**src/rtl/mux_serializer_pkg.sv**
```systemverilog
// Shared types and constants for the 8-bit mux-based serializer.
package mux_serializer_pkg;

    localparam int WORD_W = 8;
    localparam int SEL_W  = 3;

    typedef enum logic {
        IDLE  = 1'b0,
        SHIFT = 1'b1
    } state_t;

    // Select value at which a word starts: bit 0 for LSB-first, bit 7 for MSB-first.
    function automatic logic [SEL_W-1:0] start_sel(input int msb_first);
        return (msb_first != 0) ? SEL_W'(WORD_W - 1) : '0;
    endfunction

    // Select value of the final bit of a word, i.e. the opposite end from the start.
    function automatic logic [SEL_W-1:0] last_sel(input int msb_first);
        return (msb_first != 0) ? '0 : SEL_W'(WORD_W - 1);
    endfunction

endpackage

```
**src/rtl/mux_serializer_mux8to1.sv**
```systemverilog
// Plain 8:1 bit multiplexer: picks one bit of the held word by index.
module mux8to1
    import mux_serializer_pkg::*;
(
    input  logic [WORD_W-1:0] in,
    input  logic [SEL_W-1:0]  sel,
    output logic              out
);

    // Purely combinational bit pick; no storage in the mux itself.
    always_comb begin
        out = in[sel];
    end

endmodule

```
**src/rtl/mux_serializer.sv**
```systemverilog
// Parallel-to-serial converter: holds an accepted byte and walks an 8:1 mux
// select across it, one bit per downstream handshake.
module mux_serializer
    import mux_serializer_pkg::*;
#(
    parameter int MSB_FIRST = 0
) (
    input  logic              clk,
    input  logic              reset,
    input  logic [WORD_W-1:0] in_data,
    input  logic              in_valid,
    output logic              in_ready,
    output logic [SEL_W-1:0]  sel,
    output logic              ser_out,
    output logic              ser_valid,
    output logic              ser_last,
    input  logic              out_ready
);

    localparam logic [SEL_W-1:0] START_SEL = start_sel(MSB_FIRST);
    localparam logic [SEL_W-1:0] LAST_SEL  = last_sel(MSB_FIRST);

    state_t            state;
    state_t            state_next;
    logic [WORD_W-1:0] data_reg;
    logic              accept;
    logic              transfer;

    // State register; reset drops any word in flight back to IDLE.
    always_ff @(posedge clk) begin
        if (reset) begin
            state <= IDLE;
        end else begin
            state <= state_next;
        end
    end

    // Next-state and handshake outputs; IDLE only takes words, SHIFT only emits bits.
    always_comb begin
        state_next = state;
        in_ready   = 1'b0;
        ser_valid  = 1'b0;
        ser_last   = 1'b0;
        accept     = 1'b0;
        transfer   = 1'b0;
        case (state)
            IDLE: begin
                in_ready = 1'b1;
                accept   = in_valid;
                if (in_valid) begin
                    state_next = SHIFT;
                end
            end
            SHIFT: begin
                ser_valid = 1'b1;
                ser_last  = (sel == LAST_SEL);
                transfer  = out_ready;
                if (out_ready && (sel == LAST_SEL)) begin
                    state_next = IDLE;
                end
            end
            default: begin
                state_next = IDLE;
            end
        endcase
    end

    // Word capture; the byte stays put for the whole SHIFT phase and into IDLE.
    always_ff @(posedge clk) begin
        if (reset) begin
            data_reg <= '0;
        end else if (accept) begin
            data_reg <= in_data;
        end
    end

    // Bit index walks toward the far end on each transfer and snaps back after the last bit.
    always_ff @(posedge clk) begin
        if (reset) begin
            sel <= START_SEL;
        end else if (accept) begin
            sel <= START_SEL;
        end else if (transfer) begin
            if (sel == LAST_SEL) begin
                sel <= START_SEL;
            end else if (MSB_FIRST != 0) begin
                sel <= sel - SEL_W'(1);
            end else begin
                sel <= sel + SEL_W'(1);
            end
        end
    end

    mux8to1 u_mux (
        .in  (data_reg),
        .sel (sel),
        .out (ser_out)
    );

endmodule

```
**config.mk**
```make
export PLATFORM = sky130hd
export DESIGN_NAME = mux_serializer
export DESIGN_NICKNAME = d
export VERILOG_FILES = /design/src/rtl/mux_serializer_pkg.sv /design/src/rtl/mux_serializer_mux8to1.sv /design/src/rtl/mux_serializer.sv
export SDC_FILE = /design/constraint.sdc
export NUM_CORES = 1
export LEC_CHECK = 0
export CORE_MARGIN = 2
export CORE_UTILIZATION = 25
export DETAILED_ROUTE_END_ITERATION = 8
export GPL_TIMING_DRIVEN = 0
export SYNTH_ARGS = -nofsm -noshare
export SYNTH_HDL_FRONTEND = slang
export SYNTH_HIERARCHICAL = 1
export SYNTH_SLANG_ARGS = --single-unit
```
**constraint.sdc**
```tcl
create_clock -name clk -period 2.37 [get_ports clk]
set_clock_uncertainty 0.2 [all_clocks]
set_input_delay 0.711 -clock clk [delete_from_list [all_inputs] [get_ports clk]]
set_output_delay 0.711 -clock clk [all_outputs]
set_load 0.1 [all_outputs]
```
== Word level (Yosys, flattened, before mapping) ==
Cells that the tools add are included.
Storage, ports and cells
  flip-flop bits (word level): 12
  input bits: 12
  output and inout port bits: 7
  logic and storage cells: 20
Operators by class
  add/sub/neg operators: 1
  $lt $le $gt $ge: 1
  equal/unequal tests: 1
  mux-type cells: 11
  bitwise gates (word level): 1
  reduce and logical (&&, ||, !) cells: 2
Operators by type and width (number)
  2-to-1 mux 1 bit: 8
  less-than comparator 3 x 4 -> 1 bit (second input constant): 1
  adder 3 x 1 -> 3 bit (second input constant): 1
  binary-select mux 1 bit (select 3 bit): 1
  equality test 3 bit (second input constant): 1
  2-to-1 mux 3 bit: 1
  one-hot mux 1 bit (2 select lines): 1
  OR reduction 2 bit: 1
  logical AND 1 bit: 1
  inverter 1 bit: 1

== Longest topological paths before layout ==
  depth after elaboration: 4
  mapped depth: 5

== By module ==
The synthesis kept the hierarchy.
Modules (own cells, without submodules)
  mux_serializer: times used 1, cells each 46, area each 499.2 sq um, sequential area each 240.2 sq um
  mux8to1: times used 1, cells each 3, area each 63.8 sq um, sequential area each 0.0 sq um

== Worst setup path before layout ==
No wires, ideal clock.
  path kind: reg2out
  from: reg sel[0]
  to: out ser_out
  arrival time: 2.148 ns
  data required time: 1.459 ns
  path slack: -0.689 ns
  stages on the path, launching flop included: 3
  path buffers: 0
  path through: dfxtp_1 > mux4_1 > mux2_2
Between the ends
  longest elaborated chain between the ends: 2
RTL lines
  from (decl): line mux_serializer.sv:13  | output logic [SEL_W-1:0] sel,
  from (signal assigned): line mux_serializer.sv:87  | sel <= sel - SEL_W'(1);
  from (signal assigned): line mux_serializer.sv:89  | sel <= sel + SEL_W'(1);
  binary-select mux 1 bit (select 3 bit): line mux_serializer_mux8to1.sv:12  | out = in[sel];
  2-to-1 mux 1 bit (not written as such): line mux_serializer_mux8to1.sv:12
  to (decl): line mux_serializer.sv:14  | output logic ser_out,
No other way between the ends. The select of a mux whose other input is x is not followed.

== Final worst setup path ==
Same ends and word-level chain as after synthesis.

==> results.py <==
metrics = {
    "sta": {
        "drv_slew": 0,
        "maxSlewHeadroom_pct": 37.13,
        "fin_crit_sh_pct": 106.3,
        "rsz0062_at_grt": "yes",
        "setup_slack_ns": -0.1495,
        "final_hold_viol_count": 0,
        "max_freq_mhz": 396.9,
        "setup_viol": 2,
        "tightest_slew_ns": 0.9469,
        "min_period_ns": 2.519,
    },
    "outcome": {
        "violations": "negative setup slack",
        "status": "complete, but fails checks",
    },
    "placement": {
        "dp.cells": 95,
        "port_buffers": 18,
        "hpwl_um": 778.1,
        "gp_congestion": 0.7305,
        "pre_cts_ws_ns": -0.7024,
    },
    "setup_path": {
        "slowest_stage": "mux4_2",
        "endpoint_kind": "primary output",
        "worstPathRequired_ns": 1.46,
        "worst-path-max-fanout": 4,
        "startpoint": "sel[0]",
        "worstPathCellList": "mux4_2 -> mux2_4 -> buf_12",
        "critPathBufInv": 1,
        "cp.arrival_ns": 1.61,
        "timing.rr.start": "sel[0]",
        "path_class": "reg -> out",
        "critPathTopFamily": "multiplexers",
        "max_stage_delay_ns": 0.49,
        "critPathLaunchType": "register",
    },
    "grt": {
        "grt_pass1_wl_um": 1828,
        "first_global_vias": 394,
        "antenna_found_initial": 0,
        "grt_max_degree": 11,
        "grt_overflow": 0,
        "grtUsageTotal_pct": 9.853,
    },
    "cts": {
        "cts_inserted_buffers": 3,
        "clock-sinks": 12,
        "clockRootBuffer": "clkbuf_4",
        "clkLatencyLatePin_ns": 0.27,
        "path_clk_slew_ns": 0.08,
        "clock_path_buffers": 2,
        "cts_tree": "built",
        "h-tree-depth": 1,
    },
    "worst_hold_path": {
        "hold_start": "data_reg[5]",
        "min_path_type": "reg -> reg",
    },
    "flow_run": {
        "max_cap_violations": 0,
    },
    "final_layout": {
        "multi_input_comb_area_sq_um": 282.8,
        "stdcell_count": 100,
        "nFillCells": 231,
        "final_util_pct": 38.64,
        "area.growth.synth_to_final_pct": 48.89,
        "layout.nets": 87,
        "drive_above_1_share_pct": 30.56,
        "diodes": 0,
        "largest_register_ffs": 8,
        "regArea_sq_um": 250.2,
    },
    "yosys": {
        "seq_area_frac_synth_pct": 42.67,
        "yosysUniqueCellTypes": 14,
        "synth_edf_count": 0,
        "synth-seq-cells": 12,
        "synth_area_sq_um": 563.0,
        "synth_commonest_cells": "nor2_1, dfxtp_1, mux2i_1, a32oi_1",
        "synth_area_leaders": "dfxtp_1, mux2i_1, mux4_1",
        "syn_nets": 63,
        "synthMostInstantiatedCell": "nor2_1",
        "ys_warn_count": 6,
        "synth_cells": 49,
        "synth_top_area_cell": "dfxtp_1",
        "synth_top_flop_cell": "dfxtp_1",
        "ys_async_sr_fraction_pct": 0,
        "synth_top_area_share_pct": 42.67,
        "syn_avg_cell_area_sq_um": 11.49,
    },
    "floorplanning": {
        "rows": 17,
        "die_y_um": 51.46,
        "die_w_um": 51.46,
        "core-area_sq_um": 2170,
        "io_pins": 19,
        "start_util_pct": 25.95,
        "design.die.area_sq_um": 2648,
    },
    "drt": {
        "firstDrtPassIters": 3,
        "vias": 433,
        "viasPerCell": 4.330,
        "drc": 0,
        "wl_um": 1126,
        "drt_iter0_drc": 2,
        "avgRoutedWirePerCell_um": 11.26,
        "ant_nets": 0,
    },
    "power_and_ir_drop": {
        "peakVddDrop_v": 0.0002880,
        "leakagePower_nw": 0.3400,
        "powerDensity_nw_per_um2": 551.1,
    },
}
routing by layer:
metal	GRT usage, %	vias to the layer above	share of wire (%)
met1	11.73	194	46
met5	0	-	0
li1	-	221	-
met2	14.74	16	45
met3	5.263	2	8.6
met4	3.947	0	0.89
worst reg2reg max path: stages (launching register included):
cell and delay (ns):
dfxtp_4 0.37, ha_1 0.20, ha_2 0.25, a32oi_1 0.16, nor2_1 0.05
cells by family after synthesis:
logic type	count (synthesis)	synth area share [%]
multiplexers	12	27.33
flip-flops	12	42.67
buffers and inverters	4	6.888
adder cells (fa/ha/maj)	2	4.444
AO/OA/AOI/OAI	4	6.223
AND/OR/NAND/NOR	15	12.44
cell usage in the layout, fill, tap and decap left out:
| cell type | n |
|---|---|
| nor2_1 | 13 |
| clkdlybuf4s50_1 | 11 |
| mux2i_1 | 9 |
| dfxtp_1 | 8 |
| a32oi_1 | 3 |
| buf_12 | 3 |
| clkbuf_4 | 3 |
| clkdlybuf4s15_2 | 3 |
| clkbuf_1 | 2 |
| dfxtp_4 | 2 |
| dfxtp_2 | 2 |
| mux4_2 | 2 |
| buf_6 | 1 |
| inv_1 | 1 |
| and2_2 | 1 |
| nor2b_4 | 1 |
| a311oi_1 | 1 |
| ha_1 | 1 |
| ha_2 | 1 |
| dlygate4sd2_1 | 1 |
| clkbuf_2 | 1 |
| buf_4 | 1 |
| mux2_4 | 1 |
report_power, final:
part           switching [mW]  internal (mW)  total [mW]
Sequential            0.00686          0.211       0.218
Clock                  0.0662         0.0652       0.131
Combinational          0.0615         0.0514       0.113
final timing paths:
kind	end	slack, ns	cells after the start
worst min register to register	data_reg[5]	0.30	2
worst max register to register	sel[2]	1.02	4
worst max-delay path	ser_out	-0.15	3
worst min-delay path	data_reg[5]	0.30	2
metrics by stage:
| stage | setup TNS (ns) | hold WS, ns | cell area [sq um] | power (mW) |
|---|---|---|---|---|
| 6_report | -0.1837 | 0.2992 | 838.3 | 0.4620 |
| 5_1_grt | -0.3408 | 0.3220 | 838.3 | 0.4958 |
| 4_1_cts | -0.2366 | 0.3018 | 832.0 | 0.4746 |
| 3_5_place_dp | -1.448 | 0.2790 | 792.0 | 0.3319 |
| 3_3_place_gp | -1.435 | 0.2627 | 792.0 | 0.3309 |
| 2_1_floorplan | -0.08181 | 0.2514 | 576.8 | 0.2965 |
cell type report:
type / instances / area share [%]
sequential: 12 / 29.85
timing repair buffer: 19 / 24.48
tap: 28 / 4.179
inverter: 1 / 0.4478
clock buffer: 4 / 3.134
buffer: 3 / 4.179
multi-input combinational: 33 / 33.73
repair_timing:
item,CTS,global route
setup endpoints to repair,7,4
hold buffers,0,0
buffers inserted,1,0
resized for setup,30,4
gates cloned,0,0
No activity file was read; power rests on OpenSTA's default activity.
